$ cat src/rtl/reg_file_pkg.sv
// reg_file_pkg: shared types and default widths for the register file and decode
package reg_file_pkg;
   typedef enum logic {RF_CLEAR, RF_READY} rf_state_t;
   localparam int RF_W = 8;
   localparam int RF_PW = 4;
endpackage

$ cat src/rtl/rf_clear_ctrl.sv
// rf_clear_ctrl: post-reset clear sequencer, owns ready and the dropped-write flag
module rf_clear_ctrl
   import reg_file_pkg::*;
#(
   parameter int PW = RF_PW
) (
   input  logic          clk,
   input  logic          reset,
   input  logic          wr_req,
   output logic          clr_en,
   output logic [PW-1:0] clr_addr,
   output logic          ready,
   output logic          wr_err
);
   localparam logic [PW:0] LAST = (PW+1)'(2**PW - 1);
   rf_state_t   state;
   logic [PW:0] clr_ptr;
   always_ff @(posedge clk)
      if (reset) begin
         state   <= RF_CLEAR;
         clr_ptr <= '0;
         ready   <= 1'b0;
         wr_err  <= 1'b0;
      end else begin
         wr_err <= wr_req && !ready;
         if (state == RF_CLEAR) begin
            clr_ptr <= clr_ptr + 1'b1;
            if (clr_ptr == LAST) begin
               state <= RF_READY;
               ready <= 1'b1;
            end
         end
      end
   assign clr_en   = (state == RF_CLEAR) && !reset;
   assign clr_addr = clr_ptr[PW-1:0];
endmodule

$ cat src/rtl/reg_file_mp.sv
// reg_file_mp: multi-read-port register file with bypass, optional zero register and post-reset clear
module reg_file_mp
   import reg_file_pkg::*;
#(
   parameter int W       = RF_W,
   parameter int PW      = RF_PW,
   parameter int NR      = 2,
   parameter int BYPASS  = 1,
   parameter int R0_ZERO = 0
) (
   input  logic                  clk,
   input  logic                  reset,
   input  logic                  wr_en,
   input  logic [PW-1:0]         wr_addr,
   input  logic [W-1:0]          wr_dat,
   input  logic [NR-1:0][PW-1:0] rd_addr,
   output logic [NR-1:0][W-1:0]  rd_dat,
   output logic                  ready,
   output logic                  wr_err
);
   localparam int D = 2**PW;
   logic [W-1:0]  core [D];
   logic          r0_hit, wr_ok, clr_en;
   logic [PW-1:0] clr_addr;
   assign r0_hit = (R0_ZERO != 0) && (wr_addr == '0);
   assign wr_ok  = ready && wr_en && !reset && !r0_hit;
   rf_clear_ctrl #(.PW(PW)) u_ctrl (
      .clk(clk),
      .reset(reset),
      .wr_req(wr_en && !r0_hit),
      .clr_en(clr_en),
      .clr_addr(clr_addr),
      .ready(ready),
      .wr_err(wr_err)
   );
   always_ff @(posedge clk)
      if (clr_en) core[clr_addr] <= '0;
      else if (wr_ok) core[wr_addr] <= wr_dat;
   genvar i;
   generate
      for (i = 0; i < NR; i++) begin : g_rd
         logic zero_hit, byp_hit;
         assign zero_hit  = !ready || ((R0_ZERO != 0) && (rd_addr[i] == '0));
         assign byp_hit   = (BYPASS != 0) && wr_ok && (wr_addr == rd_addr[i]);
         assign rd_dat[i] = zero_hit ? '0 : byp_hit ? wr_dat : core[rd_addr[i]];
      end
   endgenerate
endmodule
$ cat config.mk
export PLATFORM = sky130hd
export DESIGN_NAME = reg_file_mp
export DESIGN_NICKNAME = d
export VERILOG_FILES = /design/src/rtl/reg_file_pkg.sv /design/src/rtl/rf_clear_ctrl.sv /design/src/rtl/reg_file_mp.sv
export SDC_FILE = /design/constraint.sdc
export NUM_CORES = 1
export LEC_CHECK = 0
export CAP_MARGIN = 20
export CORE_ASPECT_RATIO = 2
export CORE_MARGIN = 1.5
export CORE_UTILIZATION = 58
export DETAILED_ROUTE_END_ITERATION = 8
export PLACE_DENSITY = 0.78
export SYNTH_ARGS = -nofsm -noshare
export SYNTH_HDL_FRONTEND = slang
export SYNTH_SLANG_ARGS = --single-unit
$ cat constraint.sdc
create_clock -name clk -period 5.8 [get_ports clk]
set_clock_uncertainty 0.05 [all_clocks]
set_input_delay 1.74 -clock clk [delete_from_list [all_inputs] [get_ports clk]]
set_output_delay 1.74 -clock clk [all_outputs]
set_load 0.05 [all_outputs]
After elaboration in Yosys (flattened, before gate mapping):

Memories as Yosys holds them, arrays and structs flattened.
Cells that the tools add are included.

* bits in registers: 8
* latch bits: 0
* bits in writable memories: 128
* memory bits (read-only): 0
* bits of input ports: 23
* output and inout port bits: 18
* logic and storage cells: 34
* memories kept: 1

Memory list
* core: words 16, bits a word 8, rd ports 2, clocked after memory_dff 0, write ports 1, RTL line reg_file_mp.sv:22 `logic [W-1:0] core [D];`

* add/subtract/negate cells: 1
* multipliers: 0
* div/mod/pow operators: 0
* order comparisons: 0
* equal/unequal tests: 3
* shifts and indexed selects: 0
* multiplexer cells: 14
* bitwise logic cells: 1
* reductions and logical operators: 10

Operators by type and width (number)
* $mux W8: 5
* $eq A4 B4 Y1: 2
* $mux W1: 8
* $reduce_or A8 Y1: 1
* $logic_and A1 B1 Y1: 6
* $add A5 B1 Y5 const B: 1
* $eq A5 B4 Y1 const B: 1
* $mux W4: 1
* $logic_not A1 Y1: 2
* $reduce_and A2 Y1: 1
* $not A1 Y1: 1

Logic depth before layout (Yosys ltp):

Gate-level depths: netlist (run 1).

* depth after elaboration: 7
* mapped depth: 6
* gate-level depth less buffers: 6

By module:

From an unflattened synthesis (run 1), not the netlist that was laid out.

* cell total of the unflattened synthesis: 422
* area total of the unflattened synthesis: 6941.7 µm²

By module, submodules not included
* reg_file_mp: instances 1, cells an instance 384, area an instance 6573.8 µm², seq. area each 3843.7 µm²
* rf_clear_ctrl: instances 1, cells an instance 38, area an instance 367.9 µm², seq. area each 160.2 µm²

Worst setup path after synthesis (run 1):

Ideal clock, no wire load.

* path type: input-to-output
* from: input rd_addr[0] (netlist bit)
* to: output rd_dat[3] (netlist bit)
* arrival time: 3.134 ns
* required time: 4.010 ns
* slack: 0.876 ns
* stages: 6
* buffers on the path: 2
* path through: buf_6 -> buf_4 -> mux4_2 -> a22oi_1 -> nand2_1 -> a22o_1

RTL lines
* start, declared: RTL line reg_file_mp.sv:16 `input logic [NR-1:0][PW-1:0] rd_addr,`
* end, declared: RTL line reg_file_mp.sv:17 `output logic [NR-1:0][W-1:0] rd_dat,`

==> metrics list, run 1 <==
- The run finished with clean final reports.
- For this run, the post-layout net count is 458.
- Max-slew headroom: 31.8%
- Portion of total power attributed to sequential cells: between 40 and 50%
- Number of buffers inserted by post-CTS setup repair: 0
- The H-tree was split into 4 levels.
* Gr ovfl total: 0
* Root Driver: sky130_fd_sc_hd__clkbuf_16
* Total core area: around 0.011 sq mm
- Data on the critical path is required at its endpoint by 4.01 ns.
- Later-pin clock latency in the skew report: 0.42 ns
* Post-route minimum period: about 5.7 ns
- Setup violations remaining at the end of the flow were counted as 0.
* DRC violation total after the first TritonRoute iteration: 404
- Counting flops with an async set or reset pin after synthesis yields a share of 0%.
- After the flow finishes, the layout carries non-filler instances totaling between 500 and 600.
- Arrival time worst endpoint: 3.93 ns
- Across the VDD grid, the largest voltage drop is 0.414 mV.
- The analysis attributes to cell leakage a power of about 3.1 nW.
- In the routed design, unresolved DRC markers number 0.
* Pin count of the biggest net entering global routing: 34
* Final slew viol count: 0
* Routed met1 length: roughly 5500 microns
- Total Routed Length: 16700 microns
- Share of the clock period used by the worst path after layout: between 90% and 100%
- Along the worst path, the maximum fanout reaches 8.
* Clock-pin slew on the worst setup and hold paths: roughly 0.060 ns
* Share of the synthesized area in the top cell type: 56.3%
* Vias per cell: 7.17
- Setup repair after global routing missed its margin: no
- Net count of the mapped netlist: approximately 410
* Crit path capture type: output pin
- Net switching is 20.5% of the power.
* CP startpoint kind: primary input
- Summing all multi-input logic gate instances after layout gives 0.00256 sq mm.
- Placement Rows: 55
- After technology mapping, the gate count stands at 388.
- Via count of the routed design: 4211
- Sink Count: between 100 and 150
* Area grow syn2layout: 19.1%
* # Max-Cap Violations: 0
- Post-synth top flop: sky130_fd_sc_hd__edfxtp_1
* Placed insts: approximately 560
- Combined global-route utilization of all metal layers: 29.1%
- Summed over all nets, the switching power comes to 502 uW.
- Initial DRT Pass Iterations: 5
- Synth top area cells: sky130_fd_sc_hd__edfxtp_1, sky130_fd_sc_hd__mux4_1, sky130_fd_sc_hd__mux4_2
- Register area share after synthesis: between 50% and 60%
- TritonCTS clock tree: done
- The average instance in the mapped netlist occupies 17.6 sq um.
* IO buf count: 40
* Post-DRT Antenna Nets: 0
- The number of antenna violations at the first check in global routing came to 0.
- Global placer's final weighted congestion: roughly 0.94
* Summed negative setup slack over all endpoints: 0 ns
- EDFF count, synth: 128
- The repair_antennas step left the layout with diodes totalling 0.
- Worst setup slack for register-to-register paths: 2.82 ns
- Wire length of the first global-routing pass: 25800 microns
- Leaving out fill and tap cells, the most frequent cell in the layout is sky130_fd_sc_hd__edfxtp_1.
- The setup path with the least slack is of type in -> out.
- Kind of path behind the tightest hold check: reg -> reg
* Routed length on met3: 1190 microns
* Hold Fails Final Rpt: 0
- After detailed routing, the average wire length per cell comes to approximately 28 microns.
- The floorplan step set the die width to between 70 and 80 microns.
- Starting Density: between 50% and 60%
- Die height: about 160 microns
* Transition time at the pin with the least slew margin: approximately 1.0 ns
- Power Dens Cells: a little over 300 mW/mm^2
- Library cell occupying the most area in the post-synthesis netlist: sky130_fd_sc_hd__edfxtp_1
- Fill cell count: 728
- Per report_power, the clock group accounts for 49.9% of the total.
- Post-DP HPWL: 11000 microns
* Number of ports placed on the die boundary: 41
* Share of power burned in combinational logic: 6.1%
* Via count of the first global-routing pass: 4459
* Met2 wire length: ~9000 microns
- The highest metal layer carrying signal wires in the routed design is met4.
- Netlist Area Pre-Place: 0.00683 sq mm
- Cts bufs inserted: 17
* Internal Dissipation: 1.95 mW
- Leaving out fill and tap cells, the most frequent cells in the layout are sky130_fd_sc_hd__edfxtp_1, sky130_fd_sc_hd__mux4_1, sky130_fd_sc_hd__a22oi_1.
* Overall die area: 0.0125 sq mm
* Share of post-route cells with drive strength above 1: 22.0%
* Buffers from clock root to sink, at most: 2
- Synthesis inferred 136 register bits.
- Registers take 0.00400 sq mm.
- Post-synth cell types: 36
- Fmax: ~170 MHz
- Yosys printed 0 warnings.
==> repair_timing <==
item / CTS / global route
endpoints found under the setup margin: 0 / 1
hold buffers: 0 / 0
gates resized for setup: 0 / 1
endpoints found under the hold margin: 0 / 0
==> kinds of logic after synthesis <==
logic type	share of synthesized area, %
buf+inv	3.99
xor+xnor	1.41
simple gates	5.79
compound gates	6.45
flops	58.6
mux	23.4
fa+ha+maj	0.366
==> power by group through the flow <==
stage | Sequential (mW) | Clock [mW] | Combinational (mW)
floorplan | 1.10 | 0 | 0.103
global placement | 1.10 | 0 | 0.146
detailed placement | 1.10 | 0 | 0.147
CTS | 1.08 | 1.23 | 0.149
global route | 1.08 | 1.27 | 0.158
finish | 1.08 | 1.22 | 0.150
==> cell type report <==
class / instances / area share [%]
multi-input combinational: 220 / 31.5
clock buffer: 17 / 5.23
sequential: 136 / 49.2
clock inverter: 14 / 3.05
inverter: 4 / 0.185
timing repair buffer: 54 / 8.68
tap: 142 / 2.18
==> final timing paths <==
| check | startpoint | end | cells past startpoint |
|---|---|---|---|
| min | u_ctrl.clr_ptr[4] | u_ctrl.clr_ptr[4] | 2 |
| max | rd_addr[2] | rd_dat[6] | 6 |
| max reg2reg | u_ctrl.state | core[3][1] | 4 |
| min reg2reg | u_ctrl.clr_ptr[4] | u_ctrl.clr_ptr[4] | 2 |
==> metrics by stage <==
stage               hold WS, ns  util [%]  setup slack, ns  area [sq um]  power, mW
floorplan                 0.404         -            0.876          6830       1.20
global placement          0.414      65.3            0.122          7460       1.24
detailed placement        0.433      65.3            0.110          7460       1.25
CTS                       0.446      71.2           0.0761          8130       2.46
global route              0.495      71.2            0.121          8130       2.51
finish                    0.440      71.2           0.0774          8130       2.45
==> worst max-delay path: stages <==
cell and delay [ns]:
sky130_fd_sc_hd__clkdlybuf4s50_1 0.61, sky130_fd_sc_hd__xor2_1 0.19, sky130_fd_sc_hd__nor4_1 0.09, sky130_fd_sc_hd__a21boi_1 0.74
sky130_fd_sc_hd__a22o_1 0.38, sky130_fd_sc_hd__buf_12 0.17
==> state kept, by name (all words and copies together) (netlist names) <==
register,cells
core,128
u_ctrl.clr_ptr,5
u_ctrl.ready,1
u_ctrl.state,1
u_ctrl.wr_err,1
==> layer usage <==
layer  vias up  track usage [%]
met5         -                0
met4         0             17.4
met3        77             6.01
met2       267             50.2
met1      2136             32.6
li1       1731                -
==> synthesized netlist by cell type, drive strengths merged, types with 2 or more instances <==
| cell | n |
|---|---|
| a21boi | 2 |
| a21oi | 4 |
| a22o | 16 |
| a22oi | 32 |
| a31oi | 4 |
| and2 | 12 |
| and2b | 2 |
| buf | 19 |
| clkbuf | 3 |
| clkdlybuf4s25 | 6 |
| dfxtp | 8 |
| edfxtp | 128 |
| ha | 2 |
| inv | 4 |
| mux2i | 2 |
| mux4 | 64 |
| nand2 | 22 |
| nand4 | 2 |
| nor2 | 29 |
| nor2b | 5 |
| nor3b | 2 |
| nor4 | 2 |
| xor2 | 10 |
No activity file was read; power rests on OpenSTA's default activity.
==> run 2, diff against run 1 <==
Settings changed: CORE_ASPECT_RATIO 2 to 1.1.
==> metrics list, run 2 (same netlist as run 1, synthesis figures left out) <==
- Post-DP HPWL: 10400 microns
* Crit path capture type: output pin
- Hold Fails Final Rpt: 0
- Top layer used by detailed routing: met4
* H-tree Lvls: 4
- Counting every sink on the clock net gives 136.
- Clock-pin slew on the worst setup and hold paths: 0.06 ns
- Routed length on met3: approximately 1700 microns
- 41 I/O pins were placed.
* Critical Path Most Common Cell: sky130_fd_sc_hd__buf_12
- The worst register-to-register path begins at u_ctrl.state.
- Critical path startpoint: rd_addr[3]
* Most common cell after layout, fill and taps aside: sky130_fd_sc_hd__edfxtp_1
- Summing all placed instances gives a cell area of 0.00747 sq mm.
- Power Dens Cells: 281 mW/mm^2
* Global placer's final weighted congestion: around 0.86
* Share of the clock period used by the worst path after layout: 96.7%
- The largest registers in the layout are core: 128 flops, u_ctrl.clr_ptr: 5 flops.
- Starting Density: 59.5%
- Run status: completed
- Of the cells placed in the final design, the portion with a size suffix greater than 1 is 21.1%.
- The die is 106 microns wide.
- In the routed design, unresolved DRC markers number 0.
- Post-DRT Antenna Nets: 0
* Cell with the largest stage delay on the worst path: sky130_fd_sc_hd__clkdlybuf4s50_1
- Post-CTS Hold Fix Bufs: 0
- The floorplan step defined a core boundary enclosing 0.0115 sq mm.
- Detailed routing inserted a total of roughly 4200 vias.
- Fill cell count: 711
* Sum of buffers and inverters on the critical path: 3
* Final Setup Violations: 0
- Fmax: 178 MHz
* Static leakage: 3.03 nW
- Walking the worst path, the cells encountered are clkdlybuf4s50_1 -> buf_12 -> xor2_1 -> nor4_1 -> and2_1 -> a22o_1 -> buf_12.
- Summed negative setup slack over all endpoints: 0 ns
* Initial antenna violation count: 0
- Setup repair after global routing missed its margin: no
- Pin count of the biggest net entering global routing: 34
- The worst-case IR drop observed on VDD is 0.232 mV.
- Gr ovfl total: 0
* Placement Rows: 41
- For the worst setup path, the data arrival time is 3.82 ns.
- By startpoint and endpoint, the worst setup path is classified as in -> out.
- Root Driver: sky130_fd_sc_hd__clkbuf_16
- TritonCTS built the clock tree.
- Transition time at the pin with the least slew margin: 1.04 ns
- At the worst endpoint, the required time is 4.01 ns.
* Cts repair resizes: 0
- Headroom to the max-slew limit came out at a little under a third.
- Global routing used 28.3% of the available tracks.
- Placed insts: 564
* Average wire length per cell after detail routing: between 20 and 30 microns
- After detailed routing, the number of vias per cell comes to 6.99.
- Cell area after layout: 0.00803 sq mm
- The register with the most flip-flops in the layout has approximately 130 of them.
* Area grow syn2layout: 17.5%
- The die is 117 microns tall.
* Buffers from clock root to sink, at most: 2
- Top library cells by usage in the layout, fill and taps aside: sky130_fd_sc_hd__edfxtp_1, sky130_fd_sc_hd__mux4_1, sky130_fd_sc_hd__a22oi_1
- Clock tree synthesis inserted a total of 17 buffers.
- Kind of path behind the tightest hold check: reg -> reg
* Top register by number of flip-flops: core
* Met2 wire length: 8220 microns
- # Max-Cap Violations: 0
- Critical-path maximum fanout: 33
* Post-route minimum period: about 5.6 ns
* Routed met1 length: 6070 microns
* Worst hold path startpoint: u_ctrl.clr_ptr[4]
- Number of nets at the end of the flow: around 460
* Number of buffers inserted by post-CTS setup repair: 0
* Final slew viol count: 0
* Via count of the first global-routing pass: about 4200
* CP startpoint kind: primary input
- Initial DRT Pass Iterations: 5
* Wire length of the first global-routing pass: 24700 microns
- For this block, the routed nets add up to 16400 microns of wire.
- Largest delay contributor family on the critical path: buffers and inverters
- The first routing iteration left 394 violations.
- 0 antenna diodes ended up in the layout.
- For the worst-skew pair, the clock arrives at the later sink with an insertion delay of 0.42 ns.
* IO buf count: 40
* Final instance count without filler cells: 595
- Largest stage delay on the critical path: 0.51 ns
- Overall die area: 0.0124 sq mm
-- run 2: cell count changes in the layout (fill, tap and decap cells not counted), moves of 2 or more --
cell                        previous run  this run
sky130_fd_sc_hd__clkinv_2              0         3
sky130_fd_sc_hd__clkinv_1              0         2
sky130_fd_sc_hd__bufinv_16             6         2
sky130_fd_sc_hd__clkinv_4              4         2
-- run 2: metal layers --
layer	track usage [%]	vias to the layer above
met2	46.3	303
li1	-	1729
met3	6.70	40
met5	0	-
met4	10.8	0
met1	37.7	2090
-- run 2: path summary, 6_finish.rpt --
check	end	slack (ns)	cells after the start
worst max-delay path	rd_dat[7]	0.19	7
worst min register to register	u_ctrl.clr_ptr[4]	0.44	2
worst max register to register	core[1][3]	2.77	4
worst min-delay path	u_ctrl.clr_ptr[4]	0.44	2
-- run 2: area by class of cell --
type                    count  area [sq um]  share of cell area [%]
well taps                 150           188                    2.34
repair buffers             54           706                    8.79
clock buffers              18           429                    5.35
multi-input cells         220          2550                    31.8
inverters                   4          15.0                   0.187
clock inverters            13           131                    1.64
flip-flops and latches    136          4000                    49.9
-- run 2: tightest hold or removal path: stages, from the launching register on --
cell	delay, ns
sky130_fd_sc_hd__dfxtp_1	0.33
sky130_fd_sc_hd__a21oi_1	0.06
sky130_fd_sc_hd__nor2_1	0.07
-- run 2: per-stage QoR --
| stage | total power, mW | utilization [%] | hold slack, ns | setup slack (ns) |
|---|---|---|---|---|
| floorplan | 1.20 | - | 0.404 | 0.876 |
| global placement | 1.25 | 65.0 | 0.417 | 0.309 |
| detailed placement | 1.25 | 65.0 | 0.429 | 0.275 |
| CTS | 2.27 | 69.9 | 0.444 | 0.242 |
| global route | 2.31 | 69.9 | 0.499 | 0.152 |
| finish | 2.26 | 69.9 | 0.445 | 0.191 |
-- run 2: power breakdown --
part	internal, mW	total [mW]	leakage, nW	switching, mW
logic	0.0713	0.152	1.34	0.0811
clock network	0.626	1.03	0.267	0.402
registers	1.07	1.08	1.43	0.00694
